**config.mk**
```make
export PLATFORM = sky130hd
export DESIGN_NAME = regfile_sb
export DESIGN_NICKNAME = d
export VERILOG_FILES = /design/src/rtl/regfile_sb.sv
export SDC_FILE = /design/constraint.sdc
export NUM_CORES = 2
export LEC_CHECK = 0
export BUFFER_PORTS_ARGS = -buffer_cell sky130_fd_sc_hd__buf_4
export CORE_ASPECT_RATIO = 0.75
export CORE_MARGIN = 4
export CORE_UTILIZATION = 40
export DETAILED_ROUTE_END_ITERATION = 8
export PLACE_DENSITY = 0.56
export RECOVER_POWER = 50
export REMOVE_ABC_BUFFERS = 1
export SETUP_SLACK_MARGIN = 0.3
export SYNTH_ARGS = -nofsm -noshare
export SYNTH_HDL_FRONTEND = slang
export SYNTH_SLANG_ARGS = --single-unit
```
**constraint.sdc**
```tcl
create_clock -name Clock -period 3.4 [get_ports Clock]
set_input_delay 0.68 -clock Clock [delete_from_list [all_inputs] [get_ports Clock]]
set_output_delay 0.68 -clock Clock [all_outputs]
set_load 0.01 [all_outputs]
```
**src/rtl/regfile_sb.sv**
```systemverilog
// Register file with NUM_RD registered read ports, ALU and load-return write ports, and a load scoreboard.
// Optional write-first read bypass: define REGFILE_BYPASS_EN (default build is read-first).
module regfile_sb #(
   parameter int DATA_W   = 32,
   parameter int ADDR_W   = 5,
   parameter int NUM_RD   = 2,
   parameter int ZERO_REG = 1
) (
   input  logic                     Clock,
   input  logic                     Reset_L,
   input  logic [NUM_RD*ADDR_W-1:0] rd_addr_i,
   output logic [NUM_RD*DATA_W-1:0] rd_data_o,
   output logic [NUM_RD-1:0]        rd_busy_o,
   input  logic                     wr_en_i,
   input  logic [ADDR_W-1:0]        wr_addr_i,
   input  logic [DATA_W-1:0]        wr_data_i,
   input  logic                     ld_wr_en_i,
   input  logic [ADDR_W-1:0]        ld_wr_addr_i,
   input  logic [DATA_W-1:0]        ld_wr_data_i,
   input  logic                     ld_issue_i,
   input  logic [ADDR_W-1:0]        ld_issue_addr_i,
   input  logic                     conflict_clr_i,
   output logic [ADDR_W:0]          busy_cnt_o,
   output logic                     conflict_o
);

   localparam int DEPTH = 1 << ADDR_W;
   localparam int CNT_W = ADDR_W + 1;

   logic [DATA_W-1:0]        regs_q [DEPTH];
   logic [DEPTH-1:0]         busy_q, busy_d;
   logic [CNT_W-1:0]         busy_cnt_q, busy_cnt_d;
   logic                     conflict_q, conflict_d;
   logic [NUM_RD*DATA_W-1:0] rd_data_q, rd_data_d;

   logic w_en, l_en, iss_en, collide, iss_meets_ret, cnt_inc, cnt_dec, conflict_set;

   function automatic logic is_zero(input logic [ADDR_W-1:0] a);
      return (ZERO_REG != 0) && (a == '0);
   endfunction

   // Address 0 is filtered out of every operation up front when hardwired to zero.
   assign w_en   = wr_en_i    && !is_zero(wr_addr_i);
   assign l_en   = ld_wr_en_i && !is_zero(ld_wr_addr_i);
   assign iss_en = ld_issue_i && !is_zero(ld_issue_addr_i);

   assign collide       = w_en && l_en && (wr_addr_i == ld_wr_addr_i);
   assign iss_meets_ret = iss_en && l_en && (ld_issue_addr_i == ld_wr_addr_i);

   // NOTE: every always_comb output gets a default first so no path leaves it unassigned (no latches).
   always_comb begin
      busy_d = busy_q;
      if (l_en)   busy_d[ld_wr_addr_i]    = 1'b0;
      if (iss_en) busy_d[ld_issue_addr_i] = 1'b1;
   end

   // A same-cycle return to the issuing address leaves the bit set, so neither count edge fires.
   assign cnt_inc    = iss_en && !busy_q[ld_issue_addr_i];
   assign cnt_dec    = l_en && busy_q[ld_wr_addr_i] && !iss_meets_ret;
   assign busy_cnt_d = busy_cnt_q + CNT_W'(cnt_inc) - CNT_W'(cnt_dec);

   assign conflict_set = (iss_en && busy_q[ld_issue_addr_i] && !iss_meets_ret)
                       || (w_en && busy_q[wr_addr_i])
                       || collide
                       || (l_en && !busy_q[ld_wr_addr_i]);
   assign conflict_d   = conflict_set || (conflict_q && !conflict_clr_i);

   always_comb begin
      rd_data_d = '0;
      rd_busy_o = '0;
      for (int p = 0; p < NUM_RD; p++) begin
         logic [ADDR_W-1:0] a;
         a = rd_addr_i[p*ADDR_W +: ADDR_W];
         rd_busy_o[p] = busy_q[a];
         rd_data_d[p*DATA_W +: DATA_W] = regs_q[a];
`ifdef REGFILE_BYPASS_EN
         if (w_en && (wr_addr_i == a))
            rd_data_d[p*DATA_W +: DATA_W] = wr_data_i;
         else if (l_en && (ld_wr_addr_i == a))
            rd_data_d[p*DATA_W +: DATA_W] = ld_wr_data_i;
`endif
         if (is_zero(a)) rd_data_d[p*DATA_W +: DATA_W] = '0;
      end
   end

   // NOTE: sequential state uses non-blocking assignments so every register samples pre-edge values.
   always_ff @(posedge Clock or negedge Reset_L) begin
      if (!Reset_L) begin
         // NOTE: the array is reset because architectural state must read 0 after reset.
         for (int i = 0; i < DEPTH; i++) regs_q[i] <= '0;
         busy_q     <= '0;
         busy_cnt_q <= '0;
         conflict_q <= 1'b0;
         rd_data_q  <= '0;
      end else begin
         if (l_en && !collide) regs_q[ld_wr_addr_i] <= ld_wr_data_i;
         if (w_en)             regs_q[wr_addr_i]    <= wr_data_i;
         busy_q     <= busy_d;
         busy_cnt_q <= busy_cnt_d;
         conflict_q <= conflict_d;
         rd_data_q  <= rd_data_d;
      end
   end

   assign rd_data_o  = rd_data_q;
   assign busy_cnt_o = busy_cnt_q;
   assign conflict_o = conflict_q;

endmodule
```
### Yosys cells after proc, flatten, opt, wreduce, memory -nomap -nowiden

Cells that the tools add are included.

| operators by class | value |
|---|---|
| multiplexer cells | 32 |
| bitwise operators | 7 |
| reduce and logical (&&, ||, !) cells | 37 |
| $add $sub $neg | 2 |
| magnitude comparators | 13 |
| equal/unequal tests | 2 |

Operator list:

| cell | number |
|---|---|
| $bwmux 1024 | 2 |
| $mux 1024 | 2 |
| $bmux 32 s5 | 2 |
| $demux 32 s5 | 2 |
| $mux 32 | 10 |
| $and 32x32->32 | 1 |
| $not 32->32 | 1 |
| $or 32x32->32 | 1 |
| $lt 5x6->1 const B | 5 |
| $bmux 1 s5 | 5 |
| $logic_not 5->1 | 5 |
| $ge 6x6->1 const B | 4 |
| $not 5->6 | 4 |
| $logic_and 1x1->1 | 20 |
| $lt 6x1->1 const B | 2 |
| $demux 1 s5 | 2 |
| $eq 5x5->1 | 2 |
| $ge 5x1->1 const B | 2 |
| $logic_not 1->1 | 8 |
| $mux 1 | 7 |
| $add 6x1->6 | 1 |
| $sub 6x1->6 | 1 |
| $logic_or 1x1->1 | 4 |

| word-level totals | value |
|---|---|
| input bits | 95 |
| output and inout port bits | 73 |
| register bits | 1127 |
| logic and storage cells | 129 |

### Logic depth before layout (Yosys ltp)

| depth | value |
|---|---|
| word-level depth | 11 |
| depth in mapped cells | 16 |
| depth with buffers taken out | 14 |

### Worst setup path after synthesis

OpenSTA, ideal clock, no wires.

| timing path | value |
|---|---|
| path type | input-to-output |
| start point | input rd_addr_i[5] |
| end point | output rd_busy_o[1] |
| stages | 5 |
| required time | 2720 ps |
| slack | 70 ps |
| arrival time | 2650 ps |
| path buffers | 2 |
| cells stage by stage | clkbuf_1 -> clkbuf_1 -> mux4_2 -> mux4_2 -> mux2_2 |

| on the way | value |
|---|---|
| word-level cells in the longest chain between the ends | 2 |

RTL lines:

| what | RTL line | RTL |
|---|---|---|
| start, declared | 11 | `input logic [NUM_RD*ADDR_W-1:0] rd_addr_i,` |
| $bmux 1 s5 | 74 | `rd_busy_o[p] = busy_q[a];` |
| $mux 1 (implied by the code) | 74 |  |
| end, declared | 13 | `output logic [NUM_RD-1:0] rd_busy_o,` |

No other way between the ends. The select of a mux whose other input is x is not followed.

### Worst setup path after layout

| timing path | value |
|---|---|
| start point | register busy_q[29] |
| end point | output rd_busy_o[0] |

| on the way | value |
|---|---|
| word-level cells in the longest chain between the ends | 2 |

RTL lines:

| what | RTL line | RTL |
|---|---|---|
| start, declared | 31 | `logic [DEPTH-1:0] busy_q, busy_d;` |
| start signal, assigned | 98 | `busy_q <= busy_d;` |
| $bmux 1 s5 | 74 |  |
| $mux 1 (implied by the code) | 74 |  |

No other way between the ends. The select of a mux whose other input is x is not followed.

==> results.json <==
{
  "status": "finished, violations left",
  "track_usage": 0.343,
  "synth.most_common_cell": "nand2_1",
  "htreeDepth": 3,
  "nets": 6965,
  "synthArstFlopShare": 1.00,
  "violations": "DRC, capacitance limit, slew limit",
  "rrSetupSlack_ps": 580,
  "max_slew_margin": -0.334,
  "required_ps": 2720,
  "cp.arrival_ps": 2710,
  "synth_commonest_cells": "nand2_1, dfrtp_1, nor2_1",
  "cts_tree": "built",
  "setup-violations-final": 0,
  "area_growth_pct": 14.4,
  "synth_seq_cells": 1127,
  "port_buffers": 167,
  "design_area_um2": 77000,
  "ys_warn_count": 0,
  "worstPathMaxFanout": 6,
  "start_util": 0.402,
  "via_per_inst": 6.62,
  "syn_inst": 7031,
  "critPathKind": "flip-flop to output pin",
  "drive_gt1_frac": 0.212,
  "dp_hpwl_um": 183000,
  "die_y_um": 363,
  "avgSynthCellArea_um2": 9.57,
  "drtPass1Iterations": 9,
  "r2r-end": "busy_cnt_o[5]",
  "gp_congestion": 0.936,
  "io_pins": 168,
  "ys_seq_area_frac": 0.419,
  "vias": 61000,
  "grt_max_degree": 100,
  "cts_max_path_buffers": 3,
  "hold_path.startpoint": "ld_wr_data_i[23]",
  "core_um2": 167000,
  "crit_path_start_kind": "flip-flop",
  "synth_cell_types": 50,
  "p_leak_nw": 32.6,
  "root_buffer": "clkbuf_16",
  "holdWs_ps": 307,
  "yosys_most_used_dff": "dfrtp_1",
  "hold_viol_final": 0,
  "placed_cell_area_um2": 73100,
  "overflow": 0,
  "cts.sinks": 1127,
  "die_width_um": 482,
  "antenna_found_initial": 10,
  "clock_latency_ps": 820,
  "drc": 3,
  "rsz0062_at_grt": "yes",
  "slew_violations": 47,
  "rows": 130,
  "fmax_ghz": 0.295,
  "wl_per_cell_um": 33.1,
  "endpoint_kind": "output pin",
  "fin_crit_sh": 0.997,
  "min_to": "regs_q[599]",
  "skew_ps": 29.2,
  "yosysTopAreaCell": "dfrtp_1",
  "reg2reg_depth": 16,
  "drt-total-wl_um": 305000,
  "synth_edf_count": 0,
  "netlist_area_um2": 67300,
  "numCtsBuffers": 118,
  "dr.first_iter.drc_count": 9755,
  "holdCritPathClass": "primary input to flip-flop",
  "p_per_area_nw_per_um2": 597,
  "antenna_left": 0,
  "synth_area_leaders": "dfrtp_1, mux4_2, nand2_1",
  "reg2reg_from": "busy_q[14]",
  "clkTransAtPathRegs_ps": 70,
  "first_global_vias": 57100,
  "worstHoldPathCells": 3,
  "synth_top_cell_area_share": 0.419,
  "die_area_um2": 175000,
  "worst_slew_pin_slew_ps": 2000,
  "ir_drop_mv": 0.488,
  "cap_violations": 1,
  "grt_pass1_wl_um": 430000,
  "period_minus_slack_ps": 3390
}
==> flip-flops by register name, indices dropped and copies added (netlist names) <==
name and cells:
conflict_o 1, busy_cnt_o 6, rd_data_o 64, regs_q 1024
busy_q 32
==> through the flow <==
| step | setup TNS [ps] | setup slack, ps | cells | util | power [W] |
|---|---|---|---|---|---|
| 2_1_floorplan | -16860 | -580 | 6241 | - | 0.0269 |
| 3_3_place_gp | -48.3 | -48.3 | 8978 | 0.437 | 0.0315 |
| 3_5_place_dp | -4.52 | -4.52 | 8978 | 0.437 | 0.0320 |
| 4_1_cts | -11.3 | -11.3 | 9202 | 0.461 | 0.0458 |
| 5_1_grt | -29.8 | -17.1 | 9208 | 0.460 | 0.0478 |
| 6_report | 0 | 10.8 | 9214 | 0.460 | 0.0460 |
==> worst max path at each step <==
stage | from | to | cells after the start
CTS | busy_q[12] | rd_busy_o[1] | 4
global route | busy_q[12] | rd_busy_o[1] | 4
finish | busy_q[29] | rd_busy_o[0] | 4
global placement | ld_wr_addr_i[1] | busy_cnt_o[4] | 16
floorplan | wr_addr_i[2] | regs_q[960] | 3
detailed placement | ld_wr_addr_i[1] | busy_cnt_o[4] | 16
==> critical path, stage by stage, from the launching register on <==
cell	delay, ps
dfrtp_1	480
mux4_2	510
mux4_2	490
mux2_4	290
buf_6	130
==> cell type report <==
type / instances / area [um^2]
antenna: 11 / 27.5
clock buffer: 168 / 3360
clock inverter: 48 / 619
fill: 15300 / 90400
inverter: 8 / 30.0
multi-input combinational: 5106 / 36100
sequential: 1127 / 28200
tap: 2244 / 2810
timing repair buffer: 502 / 5860
==> cell usage in the layout, fill, tap and decap left out, types with 10 or more instances in the layout <==
cell       Yosys  routed
a21oi_1       51      51
a22oi_1       28      28
a31oi_1      934     934
buf_12         0     168
buf_4         40     292
clkbuf_1     608      39
clkbuf_16      0     118
clkbuf_2       0      10
clkbuf_8       0      22
clkinv_2       0      22
dfrtp_1     1127    1106
dfrtp_2        0      21
diode_2        0      11
mux2i_1      101     101
mux4_2       664     664
nand2_1     2028    1967
nand2_2        0      31
nand2_4        0      30
nand3_1       55      55
nor2_1      1032    1023
nor2_4        23      33
nor2b_1       11      11
o211ai_1      30      30
o21ai_0       66      66
==> routing by layer <==
metal	up-vias	GRT usage	wire (um)
met5	-	0	0
met4	0	0.179	18800
met3	1033	0.116	42500
met2	4939	0.488	129000
met1	30400	0.464	115000
li1	24600	-	-
==> kinds of logic (layout without fill, tap and decap cells) <==
logic type	Yosys count	in the layout	share of synthesized area
compound gates	1129	1129	0.105
xor+xnor	15	15	0.00195
fa+ha+maj	7	7	0.00141
buf+inv	798	726	0.0509
flops	1127	1127	0.419
mux	771	771	0.238
other cells	0	11	0
simple gates	3184	3184	0.183
==> timing repair <==
action                                 in CTS  in global routing
hold buffers                                1                  0
buffers inserted                            7                  1
endpoints found under the hold margin      24                  0
cloned                                      0                  0
gates resized for setup                    22                  3
setup endpoints to repair                   2                  3
==> power breakdown <==
group / internal (W) / switching [W] / total (W)
Combinational: 0.00660 / 0.00560 / 0.0122
Clock: 0.00761 / 0.00623 / 0.0138
Sequential: 0.0170 / 0.00288 / 0.0199
(Power assumes the default switching activity.)
